### src/rtl/alu_uvm_pkg.sv
// Shared types for the ALU issue path.
//   alu_mode_e        : command mode (IDLE, A, B01, B11), encoded 0..3
//   alu_cmd_t         : packed command {mode, op, a, b, tag} as stored in the issue FIFO
//   alu_issue_state_e : issue FSM states
//   mode_has_a/b      : a_en / b_en decode for a mode
package alu_uvm_pkg;

   localparam int ALU_TAG_W = 2;

   typedef enum logic [1:0] {
      MODE_IDLE = 2'd0,
      MODE_A    = 2'd1,
      MODE_B01  = 2'd2,
      MODE_B11  = 2'd3
   } alu_mode_e;

   typedef struct packed {
      alu_mode_e              mode;
      logic [2:0]             op;
      logic signed [4:0]      a;
      logic signed [4:0]      b;
      logic [ALU_TAG_W-1:0]   tag;
   } alu_cmd_t;

   typedef enum logic [1:0] {
      ST_IDLE  = 2'd0,
      ST_ISSUE = 2'd1,
      ST_WAIT  = 2'd2,
      ST_HOLD  = 2'd3
   } alu_issue_state_e;

   function automatic logic mode_has_a(input alu_mode_e m);
      return (m == MODE_A) || (m == MODE_B11);
   endfunction

   function automatic logic mode_has_b(input alu_mode_e m);
      return (m == MODE_B01) || (m == MODE_B11);
   endfunction

endpackage

### src/rtl/alu_issue_fifo.sv
// Synchronous FIFO of alu_cmd_t with circular pointers and an occupancy counter.
// Ports:
//   clk, rst            : clock, synchronous active-high reset
//   push, push_data     : write request and data (ignored when full)
//   pop                 : read request (ignored when empty); head advances next cycle
//   head                : entry at the read pointer
//   full, empty, count  : occupancy status, count in 0..DEPTH
// DEPTH must be a power of two so the pointers wrap naturally.
module alu_issue_fifo
   import alu_uvm_pkg::*;
#(
   parameter int DEPTH = 4
) (
   input  logic                     clk,
   input  logic                     rst,
   input  logic                     push,
   input  alu_cmd_t                 push_data,
   input  logic                     pop,
   output alu_cmd_t                 head,
   output logic                     full,
   output logic                     empty,
   output logic [$clog2(DEPTH):0]   count
);

   localparam int AW = $clog2(DEPTH);

   alu_cmd_t         mem [DEPTH];
   logic [AW-1:0]    wr_ptr;
   logic [AW-1:0]    rd_ptr;
   logic             do_push;
   logic             do_pop;

   assign full    = (count == (AW+1)'(DEPTH));
   assign empty   = (count == '0);
   assign do_push = push && !full;
   assign do_pop  = pop && !empty;
   assign head    = mem[rd_ptr];

   always_ff @(posedge clk) begin
      if (do_push) begin
         mem[wr_ptr] <= push_data;
      end
   end

   always_ff @(posedge clk) begin
      if (rst) begin
         wr_ptr <= '0;
         rd_ptr <= '0;
         count  <= '0;
      end else begin
         if (do_push) begin
            wr_ptr <= wr_ptr + AW'(1);
         end
         if (do_pop) begin
            rd_ptr <= rd_ptr + AW'(1);
         end
         case ({do_push, do_pop})
            2'b10:   count <= count + (AW+1)'(1);
            2'b01:   count <= count - (AW+1)'(1);
            default: count <= count;
         endcase
      end
   end

endmodule

### src/rtl/alu_issue_queue.sv
// Issue queue in front of the 6-bit ALU. Buffers commands in a FIFO, drives one
// command at a time onto the ALU pins, samples C ALU_LAT cycles after the issue
// cycle and returns it with the command tag.
// Ports:
//   clk, rst                              : clock, synchronous active-high reset
//   cmd_valid/cmd_ready                   : command handshake
//   cmd_mode, cmd_op, cmd_a, cmd_b, cmd_tag : command fields
//   ALU_en, a_en, b_en, a_op, b_op, A, B  : ALU pins, non-zero only in the issue cycle
//   C                                     : ALU result
//   rsp_valid/rsp_ready                   : response handshake
//   rsp_c, rsp_tag, rsp_mode              : captured result and command identity
//   busy                                  : FIFO non-empty or a command in flight
// Build option: ALU_ISSUE_PIPE_EN lets HOLD hand straight over to ISSUE on the
// response handshake when another command is queued.
//
// state | meaning
// IDLE  | waiting for a queued command; pops the head when one exists
// ISSUE | single cycle driving the ALU pins; loads the latency timer
// WAIT  | timer counting down; C sampled on terminal count
// HOLD  | response presented until rsp_ready
module alu_issue_queue
   import alu_uvm_pkg::*;
#(
   parameter int DEPTH   = 4,
   parameter int ALU_LAT = 1,
   parameter int TAG_W   = ALU_TAG_W
) (
   input  logic                clk,
   input  logic                rst,
   input  logic                cmd_valid,
   output logic                cmd_ready,
   input  logic [1:0]          cmd_mode,
   input  logic [2:0]          cmd_op,
   input  logic signed [4:0]   cmd_a,
   input  logic signed [4:0]   cmd_b,
   input  logic [TAG_W-1:0]    cmd_tag,
   output logic                ALU_en,
   output logic                a_en,
   output logic                b_en,
   output logic [2:0]          a_op,
   output logic [1:0]          b_op,
   output logic signed [4:0]   A,
   output logic signed [4:0]   B,
   input  logic signed [5:0]   C,
   output logic                rsp_valid,
   input  logic                rsp_ready,
   output logic signed [5:0]   rsp_c,
   output logic [TAG_W-1:0]    rsp_tag,
   output logic [1:0]          rsp_mode,
   output logic                busy
);

   localparam int                CNT_W    = (ALU_LAT > 1) ? $clog2(ALU_LAT) : 1;
   localparam logic [CNT_W-1:0]  LAT_INIT = CNT_W'(ALU_LAT - 1);

   if (TAG_W != ALU_TAG_W) begin : g_tag_w_check
      $error("alu_issue_queue: TAG_W must equal alu_uvm_pkg::ALU_TAG_W");
   end
   if ((DEPTH < 2) || ((DEPTH & (DEPTH - 1)) != 0)) begin : g_depth_check
      $error("alu_issue_queue: DEPTH must be a power of two, at least 2");
   end
   if (ALU_LAT < 1) begin : g_lat_check
      $error("alu_issue_queue: ALU_LAT must be at least 1");
   end

   alu_issue_state_e       state;
   alu_issue_state_e       state_d;
   alu_cmd_t               issue_q;
   alu_cmd_t               push_data;
   alu_cmd_t               fifo_head;
   logic                   fifo_full;
   logic                   fifo_empty;
   logic [$clog2(DEPTH):0] fifo_count;
   logic                   push;
   logic                   pop;
   logic                   capture;
   logic [CNT_W-1:0]       cnt;

   // No pass-through: a full FIFO refuses even when a pop happens this cycle.
   assign cmd_ready = !rst && !fifo_full;
   assign push      = cmd_valid && cmd_ready;
   assign busy      = (fifo_count != '0) || (state != ST_IDLE);

   always_comb begin
      push_data      = '0;
      push_data.mode = alu_mode_e'(cmd_mode);
      push_data.op   = cmd_op;
      push_data.a    = cmd_a;
      push_data.b    = cmd_b;
      push_data.tag  = cmd_tag;
   end

   alu_issue_fifo #(
      .DEPTH (DEPTH)
   ) u_fifo (
      .clk       (clk),
      .rst       (rst),
      .push      (push),
      .push_data (push_data),
      .pop       (pop),
      .head      (fifo_head),
      .full      (fifo_full),
      .empty     (fifo_empty),
      .count     (fifo_count)
   );

   always_comb begin
      state_d = state;
      pop     = 1'b0;
      capture = 1'b0;
      case (state)
         ST_IDLE: begin
            if (!fifo_empty) begin
               pop     = 1'b1;
               state_d = ST_ISSUE;
            end
         end
         ST_ISSUE: begin
            state_d = ST_WAIT;
         end
         ST_WAIT: begin
            if (cnt == '0) begin
               capture = 1'b1;
               state_d = ST_HOLD;
            end
         end
         ST_HOLD: begin
            if (rsp_ready) begin
`ifdef ALU_ISSUE_PIPE_EN
               if (!fifo_empty) begin
                  pop     = 1'b1;
                  state_d = ST_ISSUE;
               end else begin
                  state_d = ST_IDLE;
               end
`else
               state_d = ST_IDLE;
`endif
            end
         end
         default: begin
            state_d = ST_IDLE;
         end
      endcase
   end

   // ALU pins are live only during ISSUE; nothing is held between commands.
   always_comb begin
      ALU_en = 1'b0;
      a_en   = 1'b0;
      b_en   = 1'b0;
      a_op   = '0;
      b_op   = '0;
      A      = '0;
      B      = '0;
      if (state == ST_ISSUE) begin
         ALU_en = 1'b1;
         a_en   = mode_has_a(issue_q.mode);
         b_en   = mode_has_b(issue_q.mode);
         a_op   = (issue_q.mode == MODE_A) ? issue_q.op : 3'd0;
         b_op   = mode_has_b(issue_q.mode) ? issue_q.op[1:0] : 2'd0;
         A      = issue_q.a;
         B      = issue_q.b;
      end
   end

   always_ff @(posedge clk) begin
      if (rst) begin
         state     <= ST_IDLE;
         issue_q   <= '0;
         cnt       <= '0;
         rsp_valid <= 1'b0;
         rsp_c     <= '0;
         rsp_tag   <= '0;
         rsp_mode  <= '0;
      end else begin
         state <= state_d;
         if (pop) begin
            issue_q <= fifo_head;
         end
         // Timer loaded in ISSUE so terminal count lands ALU_LAT cycles after it.
         if (state == ST_ISSUE) begin
            cnt <= LAT_INIT;
         end else if ((state == ST_WAIT) && (cnt != '0)) begin
            cnt <= cnt - CNT_W'(1);
         end
         if (capture) begin
            rsp_valid <= 1'b1;
            rsp_c     <= C;
            rsp_tag   <= issue_q.tag;
            rsp_mode  <= issue_q.mode;
         end else if ((state == ST_HOLD) && rsp_ready) begin
            rsp_valid <= 1'b0;
         end
      end
   end

`ifndef SYNTHESIS
   always @(posedge clk) begin
      if (!rst && capture) begin
         assert (!$isunknown(C))
            else $error("alu_issue_queue: C is X/Z at the sample edge");
      end
   end
`endif

endmodule

### config.mk
export PLATFORM = sky130hd
export DESIGN_NAME = alu_issue_queue
export DESIGN_NICKNAME = d
export VERILOG_FILES = /design/src/rtl/alu_uvm_pkg.sv /design/src/rtl/alu_issue_fifo.sv /design/src/rtl/alu_issue_queue.sv
export SDC_FILE = /design/constraint.sdc
export NUM_CORES = 1
export LEC_CHECK = 0
export ABC_AREA = 1
export CORE_MARGIN = 2
export CORE_UTILIZATION = 25
export CTS_BUF_LIST = sky130_fd_sc_hd__clkbuf_8
export DETAILED_ROUTE_END_ITERATION = 7
export PLACE_DENSITY = 0.46
export SYNTH_ARGS = -nofsm -noshare
export SYNTH_HDL_FRONTEND = slang
export SYNTH_HIERARCHICAL = 1
export SYNTH_SLANG_ARGS = --single-unit
### constraint.sdc
create_clock -name clk -period 3.3 [get_ports clk]
set_input_delay 0.33 -clock clk [delete_from_list [all_inputs] [get_ports clk]]
set_output_delay 0.33 -clock clk [all_outputs]
set_load 0.02 [all_outputs]
==> impl_metrics.prom, run 1 <==
# TYPE chip_impl_metric gauge
chip_impl_metric{name="detailed_place_hpwl",unit="µm"} 6400
chip_impl_metric{name="period_minus_slack",unit="ns"} 2.49
chip_impl_metric{name="avgRoutedWirePerCell",unit="µm"} 13.7
chip_impl_metric{name="synth-async-reset-ratio",unit=""} 0
chip_impl_metric{name="placeableCoreArea",unit="µm²"} 17300
chip_impl_metric{name="setup_violations",unit=""} 0
chip_impl_metric{name="area_fraction_of_the_dominant_cell_type_after_synthesis",unit=""} 0.460
chip_impl_metric{name="synth_area_per_cell",unit="µm²"} 10.5
chip_impl_info{name="synth_largest_area_cell",value="sky130_fd_sc_hd__edfxtp_1"} 1
chip_impl_metric{name="detail_route.wirelength",unit="µm"} 9770
chip_impl_metric{name="timing.setup.tns",unit="ns"} 0
chip_impl_metric{name="initialDrtViolationCount",unit=""} 214
chip_impl_metric{name="numClockSinks",unit=""} 108
chip_impl_metric{name="dr.pass1.iters",unit=""} 4
chip_impl_metric{name="antenna_found_initial",unit=""} 0
chip_impl_metric{name="post_route_cells_drive_above_1_share",unit=""} 0.0943
chip_impl_metric{name="static-leakage-power",unit="µW"} 0.00203
chip_impl_metric{name="number_of_i_o_pins",unit=""} 58
chip_impl_metric{name="cts_resized",unit=""} 0
chip_impl_info{name="top_flip_flop_cell_by_instance_count_after_synthesis",value="sky130_fd_sc_hd__edfxtp_1"} 1
chip_impl_metric{name="hold_violations",unit=""} 0
chip_impl_info{name="crit_type",value="flop to output pin"} 1
chip_impl_metric{name="pwr_density_cell",unit="nW/µm²"} 709
chip_impl_metric{name="cts.hold.buffers_added",unit=""} 0
chip_impl_metric{name="multiInputGateArea",unit="µm²"} 1260
chip_impl_metric{name="fillers",unit=""} 1800
chip_impl_metric{name="floorplan.initialDensity",unit=""} 0.256
chip_impl_metric{name="cts-root-to-sink-buffers",unit=""} 2
chip_impl_metric{name="port-buffer-count",unit=""} 57
chip_impl_info{name="outcome",value="complete, no violations"} 1
chip_impl_metric{name="area_growth",unit="%"} 21.4
chip_impl_metric{name="finalNetCount",unit=""} 520
chip_impl_metric{name="finalCritPeriodShare",unit=""} 0.755
chip_impl_metric{name="max_clock_freq",unit="MHz"} 402
chip_impl_metric{name="drt-vias-per-instance",unit=""} 4.25
chip_impl_metric{name="die-area",unit="µm²"} 18800
chip_impl_info{name="worst_hold_path_type",value="flop to flop"} 1
chip_impl_metric{name="route.vias.total",unit=""} 3029
chip_impl_metric{name="report.final.slew_viol_count",unit=""} 0
chip_impl_metric{name="grt_start_max_net_pins",unit=""} 35
chip_impl_metric{name="htree_levels",unit=""} 3
chip_impl_metric{name="worst_ep_arrival_time",unit="ns"} 2.16
chip_impl_metric{name="timing.critical_path.fanout_max",unit=""} 7
chip_impl_metric{name="critPathRequiredTime",unit="ns"} 2.97
chip_impl_metric{name="number_of_global_route_vias_before_repair",unit=""} 2938
chip_impl_metric{name="placement_rows",unit=""} 48
chip_impl_metric{name="synth_register_bits",unit=""} 108
chip_impl_metric{name="synthesized_area",unit="µm²"} 4440
chip_impl_info{name="post_synth_most_frequent_cells",value="104 x sky130_fd_sc_hd__nor2_1, 68 x sky130_fd_sc_hd__edfxtp_1, 40 x sky130_fd_sc_hd__dfxtp_1, 40 x sky130_fd_sc_hd__inv_1, 33 x sky130_fd_sc_hd__nand2_1"} 1
chip_impl_info{name="critical_path.startpoint_type",value="flop"} 1
chip_impl_info{name="synth.most_common_cell",value="sky130_fd_sc_hd__nor2_1"} 1
chip_impl_metric{name="clk_pin_slew_worst_paths",unit="ns"} 0.11
chip_impl_info{name="cts_root_buf",value="sky130_fd_sc_hd__clkbuf_8"} 1
chip_impl_metric{name="worst_slew_pin_slew",unit="ns"} 0.577
chip_impl_metric{name="cts-buffers-inserted",unit=""} 9
chip_impl_metric{name="globalplace.congestion",unit=""} 0.748
chip_impl_metric{name="clock-skew-final",unit="ns"} 0.0132
chip_impl_metric{name="ant_nets",unit=""} 0
chip_impl_metric{name="postSynthCellCount",unit=""} 423
chip_impl_metric{name="yosysSeqAreaShare",unit=""} 0.641
chip_impl_info{name="critPathCaptureType",value="output pin"} 1
chip_impl_metric{name="cts_post_setup_buffers_inserted",unit=""} 0
chip_impl_metric{name="post-route-drc-count",unit=""} 0
chip_impl_metric{name="diodes",unit=""} 0
chip_impl_metric{name="max_cap_violations",unit=""} 0
chip_impl_metric{name="clk_latency",unit="ns"} 0.37
chip_impl_metric{name="grt.overflow.total",unit=""} 0
chip_impl_metric{name="track_usage",unit=""} 0.109
chip_impl_metric{name="grt_first_pass_wirelength",unit="µm"} 15300
chip_impl_metric{name="netlist-cell-type-count",unit=""} 27
chip_impl_metric{name="number_of_synthesized_flops_with_an_enable_pin",unit=""} 68
chip_impl_metric{name="fp.dieH",unit="µm"} 137
chip_impl_metric{name="die_width",unit="µm"} 137
chip_impl_info{name="post_synth_main_area_contributors",value="sky130_fd_sc_hd__edfxtp_1 46%, sky130_fd_sc_hd__dfxtp_1 18%, sky130_fd_sc_hd__nor2_1 8.8%"} 1
chip_impl_metric{name="yosysWarnings",unit=""} 6
chip_impl_metric{name="syn_nets",unit=""} 460
chip_impl_info{name="unrepaired_setup_endpoints_after_global_routing",value="false"} 1
chip_impl_metric{name="worst_slack_on_hold_paths",unit="ns"} 0.492
chip_impl_metric{name="slew_headroom",unit=""} 0.615
chip_impl_metric{name="final-seq-area",unit="µm²"} 2840
chip_impl_metric{name="vdd_ir_drop_max",unit="µV"} 248
chip_impl_info{name="cts_tree",value="done"} 1
-- power by group --
part	internal, µW	switching (µW)	total [µW]
registers	1650	124	1770
logic	479	808	1290
clock network	302	453	755
total	2430	1390	3820
-- critical path: stages, from the launching register on --
cell	delay [ns]
sky130_fd_sc_hd__dfxtp_1	0.36
sky130_fd_sc_hd__inv_1	0.09
sky130_fd_sc_hd__ha_1	0.37
sky130_fd_sc_hd__nand2_1	0.12
sky130_fd_sc_hd__inv_1	0.09
sky130_fd_sc_hd__nand2_1	0.06
sky130_fd_sc_hd__nor2_1	0.09
sky130_fd_sc_hd__clkdlybuf4s50_1	0.61
-- cell type report --
class / instances / area share
clock buffers: 10 / 0.0256
clock inverters: 6 / 0.00883
inverters: 46 / 0.0325
multi-input cells: 252 / 0.234
flip-flops and latches: 108 / 0.528
well taps: 225 / 0.0523
repair buffers: 66 / 0.118
-- worst paths after layout --
check / from / to / slack, ns / cells past startpoint
worst max-delay path: state[1] / a_op[1] / 0.81 / 7
worst min-delay path: issue_q[1] / issue_q[1] / 0.49 / 2
worst max register to register: u_fifo/count[1] / u_fifo/count[1] / 0.89 / 9
worst min register to register: issue_q[1] / issue_q[1] / 0.49 / 2
-- routing by layer --
layer  up-vias  part of all wire  wire length, µm  global-route usage
li1       1532                 -                -                   -
met1      1413              0.46             4480               0.139
met2        71              0.47             4620               0.180
met3        13             0.053              522              0.0280
met4         0             0.015              148              0.0344
met5         -                 0                0                   0
-- metrics by stage --
stage | cell area (µm²) | power (µW) | instances | setup slack [ns] | utilization
floorplan | 4440 | 2710 | 423 | 0.936 | -
global placement | 5200 | 3100 | 697 | 0.778 | 0.301
detailed placement | 5200 | 3120 | 697 | 0.687 | 0.301
CTS | 5390 | 3880 | 713 | 0.725 | 0.311
global route | 5390 | 4120 | 713 | 0.591 | 0.311
finish | 5390 | 3820 | 713 | 0.810 | 0.311
-- kinds of logic (layout without fill, tap and decap cells) --
logic type / Yosys count / count (layout) / share of synthesized area
buffers and inverters: 63 / 128 / 0.0745
AOI/OAI and AO/OA: 92 / 92 / 0.120
adders and majority gates: 10 / 10 / 0.0299
DFF: 108 / 108 / 0.641
and+or+nand+nor: 150 / 150 / 0.134
-- state kept, by name (all words and copies together), names as in the netlist, named ones only --
register,count
cnt,1
rsp_c,6
u_fifo/mem,68
rsp_tag,2
state,2
rsp_mode,2
issue_q,17
u_fifo/count,3
rsp_valid,1
u_fifo/wr_ptr,2
u_fifo/rd_ptr,2
-- placed cells by master, fill, tap and decap left out --
master / instances
sky130_fd_sc_hd__nor2_1: 104
sky130_fd_sc_hd__edfxtp_1: 68
sky130_fd_sc_hd__clkdlybuf4s50_1: 57
sky130_fd_sc_hd__inv_1: 40
sky130_fd_sc_hd__dfxtp_1: 40
sky130_fd_sc_hd__nand2_1: 33
sky130_fd_sc_hd__o21ai_0: 32
sky130_fd_sc_hd__o21ai_1: 18
sky130_fd_sc_hd__o22ai_1: 17
sky130_fd_sc_hd__o21ai_2: 14
sky130_fd_sc_hd__a21oi_1: 11
sky130_fd_sc_hd__clkbuf_8: 10
sky130_fd_sc_hd__ha_1: 9
sky130_fd_sc_hd__buf_4: 9
sky130_fd_sc_hd__inv_2: 5
sky130_fd_sc_hd__nand3_1: 5
sky130_fd_sc_hd__nand4_1: 2
sky130_fd_sc_hd__clkinvlp_4: 2
sky130_fd_sc_hd__nand2_2: 1
sky130_fd_sc_hd__nor3b_1: 1
sky130_fd_sc_hd__nor3_1: 1
sky130_fd_sc_hd__nor4_1: 1
sky130_fd_sc_hd__nor2_4: 1
sky130_fd_sc_hd__clkinv_1: 1
sky130_fd_sc_hd__inv_6: 1
sky130_fd_sc_hd__inv_8: 1
sky130_fd_sc_hd__clkinv_4: 1
sky130_fd_sc_hd__inv_4: 1
sky130_fd_sc_hd__nand3b_1: 1
sky130_fd_sc_hd__fa_1: 1
Power figures use the tool's default switching activity.
==> run 2, diff against run 1 <==
Clock period 3.3 ns to 2.5 ns, I/O delays scaled along.
==> impl_metrics.prom, run 2 (synthesis results as in run 1) <==
# TYPE chip_impl_metric gauge
chip_impl_metric{name="track_usage",unit=""} 0.110
chip_impl_metric{name="static-leakage-power",unit="µW"} 0.00205
chip_impl_metric{name="numClockSinks",unit=""} 108
chip_impl_metric{name="dr.pass1.iters",unit=""} 4
chip_impl_metric{name="slew_headroom",unit=""} 0.644
chip_impl_metric{name="cts-buffers-inserted",unit=""} 9
chip_impl_metric{name="report.final.slew_viol_count",unit=""} 0
chip_impl_metric{name="max_cap_violations",unit=""} 0
chip_impl_metric{name="vdd_ir_drop_max",unit="µV"} 382
chip_impl_metric{name="clk_pin_slew_worst_paths",unit="ns"} 0.10
chip_impl_info{name="crit_type",value="flop to output pin"} 1
chip_impl_metric{name="max_clock_freq",unit="MHz"} 442
chip_impl_metric{name="pwr_density_cell",unit="nW/µm²"} 945
chip_impl_metric{name="globalplace.congestion",unit=""} 0.698
chip_impl_metric{name="worst_path_largest_cell_delay",unit="ns"} 0.61
chip_impl_info{name="largest_registers",value="u_fifo/mem: 68 flops, issue_q: 17 flops, rsp_c: 6 flops"} 1
chip_impl_metric{name="hold_violations",unit=""} 0
chip_impl_metric{name="setup_violations",unit=""} 0
chip_impl_metric{name="placement_rows",unit=""} 48
chip_impl_metric{name="worst_ep_arrival_time",unit="ns"} 2.01
chip_impl_metric{name="period_minus_slack",unit="ns"} 2.26
chip_impl_metric{name="avgRoutedWirePerCell",unit="µm"} 13.7
chip_impl_info{name="top_register_by_number_of_flip_flops",value="u_fifo/mem"} 1
chip_impl_metric{name="post_route_cells_drive_above_1_share",unit=""} 0.100
chip_impl_metric{name="die_width",unit="µm"} 137
chip_impl_metric{name="final_cell_count_no_fill",unit=""} 715
chip_impl_metric{name="drt-vias-per-instance",unit=""} 4.23
chip_impl_metric{name="timing.critical_path.fanout_max",unit=""} 7
chip_impl_metric{name="cts_post_setup_buffers_inserted",unit=""} 0
chip_impl_info{name="mostFrequentLayoutCell",value="sky130_fd_sc_hd__nor2_1"} 1
chip_impl_info{name="highest_delay_cell_along_the_critical_path",value="sky130_fd_sc_hd__clkdlybuf4s50_1"} 1
chip_impl_metric{name="floorplan.initialDensity",unit=""} 0.256
chip_impl_metric{name="fillers",unit=""} 1800
chip_impl_metric{name="clock-skew-final",unit="ns"} 0.0112
chip_impl_info{name="cts_root_buf",value="sky130_fd_sc_hd__clkbuf_8"} 1
chip_impl_metric{name="fp.dieH",unit="µm"} 137
chip_impl_metric{name="finalCritPeriodShare",unit=""} 0.904
chip_impl_metric{name="power.total",unit="µW"} 5130
chip_impl_info{name="unrepaired_setup_endpoints_after_global_routing",value="false"} 1
chip_impl_metric{name="grt.overflow.total",unit=""} 0
chip_impl_metric{name="ant_nets",unit=""} 0
chip_impl_info{name="layout_common_cells",value="104 x sky130_fd_sc_hd__nor2_1, 68 x sky130_fd_sc_hd__edfxtp_1, 57 x sky130_fd_sc_hd__clkdlybuf4s50_1, 41 x sky130_fd_sc_hd__inv_1, 40 x sky130_fd_sc_hd__dfxtp_1"} 1
chip_impl_metric{name="cts-root-to-sink-buffers",unit=""} 2
chip_impl_metric{name="die-area",unit="µm²"} 18800
chip_impl_metric{name="route.vias.total",unit=""} 3024
chip_impl_metric{name="critPathRequiredTime",unit="ns"} 2.25
chip_impl_metric{name="timing.setup.tns",unit="ns"} 0
chip_impl_metric{name="placeableCoreArea",unit="µm²"} 17300
chip_impl_metric{name="number_of_global_route_vias_before_repair",unit=""} 3008
chip_impl_metric{name="finalNetCount",unit=""} 522
chip_impl_info{name="timing.critical_path.cells",value="inv_1, ha_4, nand2_1, inv_1, nand2_1, nor2_1, clkdlybuf4s50_1"} 1
chip_impl_metric{name="port-buffer-count",unit=""} 57
chip_impl_metric{name="htree_levels",unit=""} 3
chip_impl_info{name="critical_path.startpoint_type",value="flop"} 1
chip_impl_metric{name="clk_latency",unit="ns"} 0.38
chip_impl_info{name="cts_tree",value="done"} 1
chip_impl_metric{name="number_of_i_o_pins",unit=""} 58
chip_impl_metric{name="placed_cells_incl_taps",unit=""} 699
chip_impl_metric{name="detailed_place_hpwl",unit="µm"} 6350
chip_impl_metric{name="worst_slew_pin_slew",unit="ns"} 0.533
chip_impl_info{name="worst_hold_path_type",value="input port to flop"} 1
chip_impl_info{name="outcome",value="complete, no violations"} 1
chip_impl_metric{name="cts.hold.buffers_added",unit=""} 0
chip_impl_metric{name="grt_first_pass_wirelength",unit="µm"} 15800
chip_impl_info{name="critPathCaptureType",value="output pin"} 1
chip_impl_metric{name="grt_start_max_net_pins",unit=""} 35
chip_impl_metric{name="antenna_found_initial",unit=""} 0
chip_impl_metric{name="detail_route.wirelength",unit="µm"} 9810
chip_impl_metric{name="area_growth",unit="%"} 22.3
chip_impl_metric{name="initialDrtViolationCount",unit=""} 170
chip_impl_metric{name="flip_flop_count_of_the_largest_register_all_copies_and_words_added",unit=""} 68
chip_impl_metric{name="post-route-drc-count",unit=""} 0
chip_impl_metric{name="diodes",unit=""} 0
## run 2: cell count changes in the layout (fill, tap and decap cells not counted), sizes merged
cell / change
buf: +2
bufinv: +1
clkbuf: -1
clkinvlp: -1
inv: +1
## run 2: layer usage
metal  wire, µm  global-route usage
met5          0                   0
met4        121              0.0309
met3        432              0.0294
met2       4550               0.180
met1       4700               0.144
## run 2: stage by stage
step	worst slack (ns)	util	instance area, µm²	hold slack, ns
after global routing	0.0270	0.314	5430	0.488
after detailed placement	0.360	0.302	5220	0.473
after global placement	0.402	0.302	5220	0.458
after floorplan	0.136	-	4440	0.319
final	0.240	0.314	5430	0.455
after CTS	0.0169	0.313	5410	0.439
## run 2: critical path, delay by kind of cell, from the launching register on
family	cells	cell delay [ns]
adders and majority gates	1	0.22
DFF	1	0.35
buffers and inverters	3	0.81
and+or+nand+nor	3	0.25
## run 2: final cells by class
cell class              instances  area, µm²  area share
flip-flops and latches        108       2840       0.524
multi-input cells             252       1270       0.235
repair buffers                 68        653       0.120
well taps                     225        282      0.0519
inverters                      46        175      0.0323
clock buffers                   9        124      0.0228
clock inverters                 7       75.1      0.0138
## run 2: power breakdown
group          switching, µW  leakage (µW)  internal, µW  total (µW)
logic                   1090       0.00101           643        1730
registers                144      0.000946          2180        2320
clock network            602      0.000103           470        1070
total                   1840       0.00205          3290        5130
## run 2: what timing repair did
item,in CTS,in global routing
resized for setup,0,2
hold endpoints to repair,0,0
endpoints found under the setup margin,0,11
## run 2: path summary, 6_finish.rpt
path                            slack, ns              from  cells past startpoint                to
worst max-delay path                 0.24          state[1]                      7           a_op[1]
worst min-delay path                 0.45              C[5]                      3          rsp_c[5]
worst max register to register       0.36   u_fifo/count[1]                      9   u_fifo/count[1]
worst min register to register       0.49  u_fifo/rd_ptr[0]                      2  u_fifo/rd_ptr[0]
==> variant 1, RTL diff (flow settings as in run 1) <==
`ALU_TAG_W`: 2 -> 4.
--- a/src/rtl/alu_uvm_pkg.sv
+++ b/src/rtl/alu_uvm_pkg.sv
@@ -6,5 +6,5 @@
 package alu_uvm_pkg;
 
-   localparam int ALU_TAG_W = 2;
+   localparam int ALU_TAG_W = 4;
 
    typedef enum logic [1:0] {
Ports: changed (resized cmd_tag and rsp_tag); port bits go from 58 to 62. The function was not compared with the original's and may differ.
==> variant 1 against run 1 <==
Worst setup slack worse by 39 ps; final area grew 12%; sequential cell count grew 12; wire length increased by 9.3%; combinational power up 6%; clock skew decreased by 5.1 ps; utilization is 1.0 points higher; power is 21% higher; first-iteration DRC count shrank 11%; area after synthesis grew 9.2%; clock power rose by 70%; global-route usage is 0.15 points higher; largest cell class unchanged; largest power group unchanged.
==> variant 1: results (changes against run 1) <==
<table>
<tr><th>Metric</th><th>Value</th></tr>
<tr><th colspan="2">Status</th></tr>
<tr><td>Result of the run</td><td>complete, no violations (unchanged)</td></tr>
<tr><th colspan="2">Clocking</th></tr>
<tr><td>H-tree lvl count</td><td>4 (was 3)</td></tr>
<tr><td>Clock buffer count from CTS</td><td>17 (was 9)</td></tr>
<tr><td>Clock transition time at the flip-flop clock pins of the worst setup and hold paths</td><td>70 ps (was 110 ps)</td></tr>
<tr><th colspan="2">Power and ir drop</th></tr>
<tr><td>Highest ir drop seen on vdd</td><td>0.2350 mV (was 0.2484 mV)</td></tr>
<tr><td>Internal Dissipation</td><td>3.000 mW (was 2.431 mW)</td></tr>
<tr><th colspan="2">Drt</th></tr>
<tr><td>Met2 routed wirelength</td><td>4843 um (was 4617 um)</td></tr>
<tr><td>DRC marker count from the first detailed-route iteration</td><td>191 (was 214)</td></tr>
<tr><td>Via density</td><td>4.121 (was 4.248)</td></tr>
<tr><td>Vias after detailed routing</td><td>3297 (was 3029)</td></tr>
<tr><th colspan="2">Final layout</th></tr>
<tr><td>Leading registers by flop count</td><td>u_fifo/mem: 76 flops, issue_q: 19 flops, rsp_c: 6 flops (was u_fifo/mem: 68 flops, issue_q: 17 flops, rsp_c: 6 flops)</td></tr>
<tr><td>Layout cells sized above 1</td><td>10.37% (was 9.426%)</td></tr>
<tr><td>Total number of nets in the final design</td><td>566 (was 520)</td></tr>
<tr><td>Filler cell count in the final layout</td><td>1930 (was 1800)</td></tr>
<tr><th colspan="2">Global routing</th></tr>
<tr><td>First-pass GRT wire length</td><td>16810 um (was 15300 um)</td></tr>
<tr><td>Vias in the first global route</td><td>3246 (was 2938)</td></tr>
<tr><th colspan="2">STA</th></tr>
<tr><td>Pin slew with the least headroom to its limit</td><td>660.5 ps (was 576.7 ps)</td></tr>
<tr><th colspan="2">Placement</th></tr>
<tr><td>Post-Place Cells</td><td>768 (was 697)</td></tr>
<tr><td>Count of buffers from port buffering</td><td>61 (was 57)</td></tr>
<tr><td>Weighted congestion reported at the end of routability-driven placement</td><td>0.7584 (was 0.7484)</td></tr>
<tr><td>Setup Slack @ Placement</td><td>643.8 ps (was 686.8 ps)</td></tr>
<tr><th colspan="2">Logic synthesis</th></tr>
<tr><td>Ranking of synthesized cells by area</td><td>edfxtp_1, dfxtp_1, nor2_1 (unchanged)</td></tr>
<tr><td>Most frequent cells after synthesis</td><td>nor2_1, edfxtp_1, o21ai_0 (was nor2_1, edfxtp_1, dfxtp_1, inv_1, nand2_1)</td></tr>
<tr><td>Average instance area after synthesis</td><td>10.55 um^2 (was 10.49 um^2)</td></tr>
<tr><td>Number of flops mapped to enable cells by yosys</td><td>76 (was 68)</td></tr>
<tr><th colspan="2">Worst hold path</th></tr>
<tr><td>Class of the tightest hold or removal check</td><td>input pin to flop (was flop to flop)</td></tr>
<tr><th colspan="2">Critical path</th></tr>
<tr><td>Maximum net fanout on the critical path</td><td>9 (was 7)</td></tr>
</table>
-- variant 1: power by group through the flow --
| stage | clock network, mW | registers [mW] | logic, mW |
|---|---|---|---|
| global placement | 0 | 1.98 | 1.37 |
| detailed placement | 0 | 1.99 | 1.40 |
| floorplan | 0 | 2.02 | 0.962 |
| finish | 1.28 | 1.95 | 1.37 |
| global route | 1.39 | 1.98 | 1.56 |
| CTS | 1.32 | 1.96 | 1.40 |
-- variant 1: kinds of logic after synthesis --
logic type | count (synthesis) | share of synthesized area (%)
compound gates | 100 | 11.06
fa+ha+maj | 10 | 2.738
buf+inv | 64 | 7.026
flops | 120 | 65.31
simple gates | 165 | 13.87
-- variant 1: worst paths after layout --
kind | start | to | slack (ps) | cells past startpoint
hold reg to reg | issue_q[16] | issue_q[16] | 490 | 2
hold / removal | C[3] | rsp_c[3] | 480 | 3
setup reg to reg | u_fifo/count[1] | u_fifo/count[2] | 820 | 14
setup / recovery | state[1] | b_op[0] | 770 | 6
-- variant 1: final cells by class --
| class | count | area share (%) |
|---|---|---|
| clock buffer | 17 | 3.864 |
| multi-input combinational | 275 | 22.13 |
| sequential | 120 | 52.24 |
| clock inverter | 15 | 2.542 |
| timing repair buffer | 69 | 11.08 |
| tap | 260 | 5.373 |
| inverter | 44 | 2.769 |
-- variant 1: through the flow --
stage	util [%]	instance area, um^2
global route	32.15	6055
floorplan	-	4843
detailed placement	30.09	5667
global placement	30.09	5667
CTS	32.15	6055
finish	32.15	6055
-- variant 1: metal layers --
layer | vias to the layer above | track usage [%]
met5 | - | 0
met2 | 89 | 16.95
met4 | 0 | 4.534
li1 | 1684 | -
met1 | 1520 | 14.07
met3 | 4 | 3.957
-- variant 1: tightest hold or removal path, cell delays in order --
cell and delay (ps):
clkdlybuf4s50_1 400, nor2_1 100, nor2_1 50
==> variant 2, RTL diff (flow settings as in run 1) <==
Made on the original files. Re-encode `alu_issue_state_e` (4 states) as one-hot, 4 bits wide.
--- a/src/rtl/alu_uvm_pkg.sv
+++ b/src/rtl/alu_uvm_pkg.sv
@@ -23,9 +23,9 @@
    } alu_cmd_t;
 
-   typedef enum logic [1:0] {
-      ST_IDLE  = 2'd0,
-      ST_ISSUE = 2'd1,
-      ST_WAIT  = 2'd2,
-      ST_HOLD  = 2'd3
+   typedef enum logic [3:0] {
+      ST_IDLE  = 4'b0001,
+      ST_ISSUE = 4'b0010,
+      ST_WAIT  = 4'b0100,
+      ST_HOLD  = 4'b1000
    } alu_issue_state_e;
 
Formal check against the unedited RTL: same outputs for any inputs over 10 cycles, from zero or initial values and one cycle with rst high; not proved beyond that.
==> variant 2 against run 1 <==
Worst hold slack worse by 24 ps; wire length up 5.5%; worst setup slack worse by 130 ps; area after synthesis up 1.1%; power down 4.7%; final area up 1.3%; synthesized cell count up 1.7%; first-iteration DRC count up 4.2%; sequential cell count up 2; critical path type unchanged; critical endpoint unchanged.
==> variant 2: results (changes against run 1) <==
<table>
<tr><th>Metric</th><th>Value</th></tr>
<tr><th colspan="2">Final layout</th></tr>
<tr><td>Total number of nets in the final design</td><td>518 (was 520)</td></tr>
<tr><td>Filler cell count in the final layout</td><td>1812 (was 1800)</td></tr>
<tr><td>Layout cells sized above 1</td><td>8.776% (was 9.426%)</td></tr>
<tr><th colspan="2">Logic synthesis</th></tr>
<tr><td>Sequential cell area fraction in the yosys report</td><td>64.27% (was 64.09%)</td></tr>
<tr><td>Most frequent cells after synthesis</td><td>edfxtp_1, nor2_1, nand2_1 (was nor2_1, edfxtp_1, dfxtp_1, inv_1, nand2_1)</td></tr>
<tr><td>Syn Nets</td><td>463 (was 460)</td></tr>
<tr><td>Ranking of synthesized cells by area</td><td>edfxtp_1, dfxtp_1, nor2_1 (unchanged)</td></tr>
<tr><th colspan="2">Placement</th></tr>
<tr><td>Weighted congestion reported at the end of routability-driven placement</td><td>0.7407 (was 0.7484)</td></tr>
<tr><td>Half-perimeter wire length after placement</td><td>6855 um (was 6396 um)</td></tr>
<tr><th colspan="2">Status</th></tr>
<tr><td>Result of the run</td><td>complete, no violations (unchanged)</td></tr>
<tr><th colspan="2">Power and ir drop</th></tr>
<tr><td>Lkg Pwr</td><td>1.853 nW (was 2.030 nW)</td></tr>
<tr><td>Highest ir drop seen on vdd</td><td>0.2409 mV (was 0.2484 mV)</td></tr>
<tr><td>Net switching power of the design</td><td>1.296 mW (was 1.385 mW)</td></tr>
<tr><th colspan="2">Global routing</th></tr>
<tr><td>First-pass GRT wire length</td><td>16220 um (was 15300 um)</td></tr>
<tr><td>Vias in the first global route</td><td>3009 (was 2938)</td></tr>
<tr><th colspan="2">Drt</th></tr>
<tr><td>DRC marker count from the first detailed-route iteration</td><td>223 (was 214)</td></tr>
<tr><td>Per-cell routed wire length</td><td>14.42 um (was 13.70 um)</td></tr>
<tr><td>Via density</td><td>4.361 (was 4.248)</td></tr>
<tr><th colspan="2">Critical path</th></tr>
<tr><td>Register-to-register setup slack</td><td>730 ps (was 890 ps)</td></tr>
<tr><td>Crit path largest cell delay</td><td>640 ps (was 610 ps)</td></tr>
<tr><td>Critical path arrival</td><td>2290 ps (was 2160 ps)</td></tr>
<tr><th colspan="2">STA</th></tr>
<tr><td>Pin slew with the least headroom to its limit</td><td>760.3 ps (was 576.7 ps)</td></tr>
<tr><td>Final Hold Slack</td><td>468.0 ps (was 491.9 ps)</td></tr>
<tr><th colspan="2">Worst hold path</th></tr>
<tr><td>Worst hold endpoint</td><td>rsp_c[1] (was issue_q[1])</td></tr>
<tr><td>Worst hold start</td><td>rsp_c[1] (was issue_q[1])</td></tr>
</table>
variant 2: cell count changes in the layout (fill, tap and decap cells not counted), sizes merged, moves of 2 or more:
cell          run 1  this run
a21oi            11        36
dfxtp            40        42
ha                9         5
inv              48        44
nand2            34        61
nand3             5        15
nand4             2        11
nor2            105        66
nor3              1         5
o21ai            64        36
variant 2: cells by family after synthesis:
logic type | after synthesis | synth area share [%]
and+or+nand+nor | 161 | 15.62
DFF | 110 | 64.27
AOI/OAI and AO/OA | 90 | 11.41
buffers and inverters | 63 | 6.862
adders and majority gates | 6 | 1.841
variant 2: worst max path at each step:
stage	startpoint	end	slack, ps	depth (start not counted)
6_report	state[3]	a_op[1]	680	5
5_1_grt	u_fifo/count[1]	u_fifo/count[2]	450	16
4_1_cts	state[3]	a_op[2]	620	7
3_5_place_dp	u_fifo/count[1]	u_fifo/count[2]	720	17
3_3_place_gp	u_fifo/count[0]	u_fifo/count[2]	850	17
2_1_floorplan	u_fifo/count[1]	u_fifo/mem[0][0]	940	6
variant 2: cell type report:
type | count | area [um^2] | share of cell area (%)
clock inverter | 7 | 78.83 | 1.445
sequential | 110 | 2883 | 52.86
inverter | 42 | 161.4 | 2.959
tap | 225 | 281.5 | 5.162
clock buffer | 9 | 123.9 | 2.271
multi-input combinational | 257 | 1295 | 23.74
timing repair buffer | 65 | 630.6 | 11.56
variant 2: metal layers:
metal	track usage [%]	vias up	wire length (um)
met1	14.99	1485	4880
met4	3.741	0	102
met5	0	-	0
li1	-	1573	-
met3	2.668	4	389
met2	18.62	56	4938
variant 2: power groups by stage:
stage                     sequential (mW)  clock [mW]  combinational, mW
final                                1.78       0.826               1.03
after global routing                 1.80       0.918               1.17
after detailed placement             1.81           0               1.05
after CTS                            1.78       0.861               1.05
after global placement               1.81           0               1.02
after floorplan                      1.74           0              0.842
variant 2: metrics by stage:
step,instance area [um^2],util [%],power [mW],setup WS [ps]
after floorplan,4486,-,2.584,935.8
after global placement,5251,30.15,2.830,845.9
after detailed placement,5251,30.15,2.859,724.4
after CTS,5454,31.31,3.693,618.7
after global routing,5454,31.31,3.894,452.3
final,5454,31.31,3.638,682.6
variant 2: worst register-to-register path: cells and delay by family, from the launching register on:
family | cells | cell delay (ps)
simple gates | 7 | 730
flops | 1 | 380
buf+inv | 8 | 830
fa+ha+maj | 2 | 550
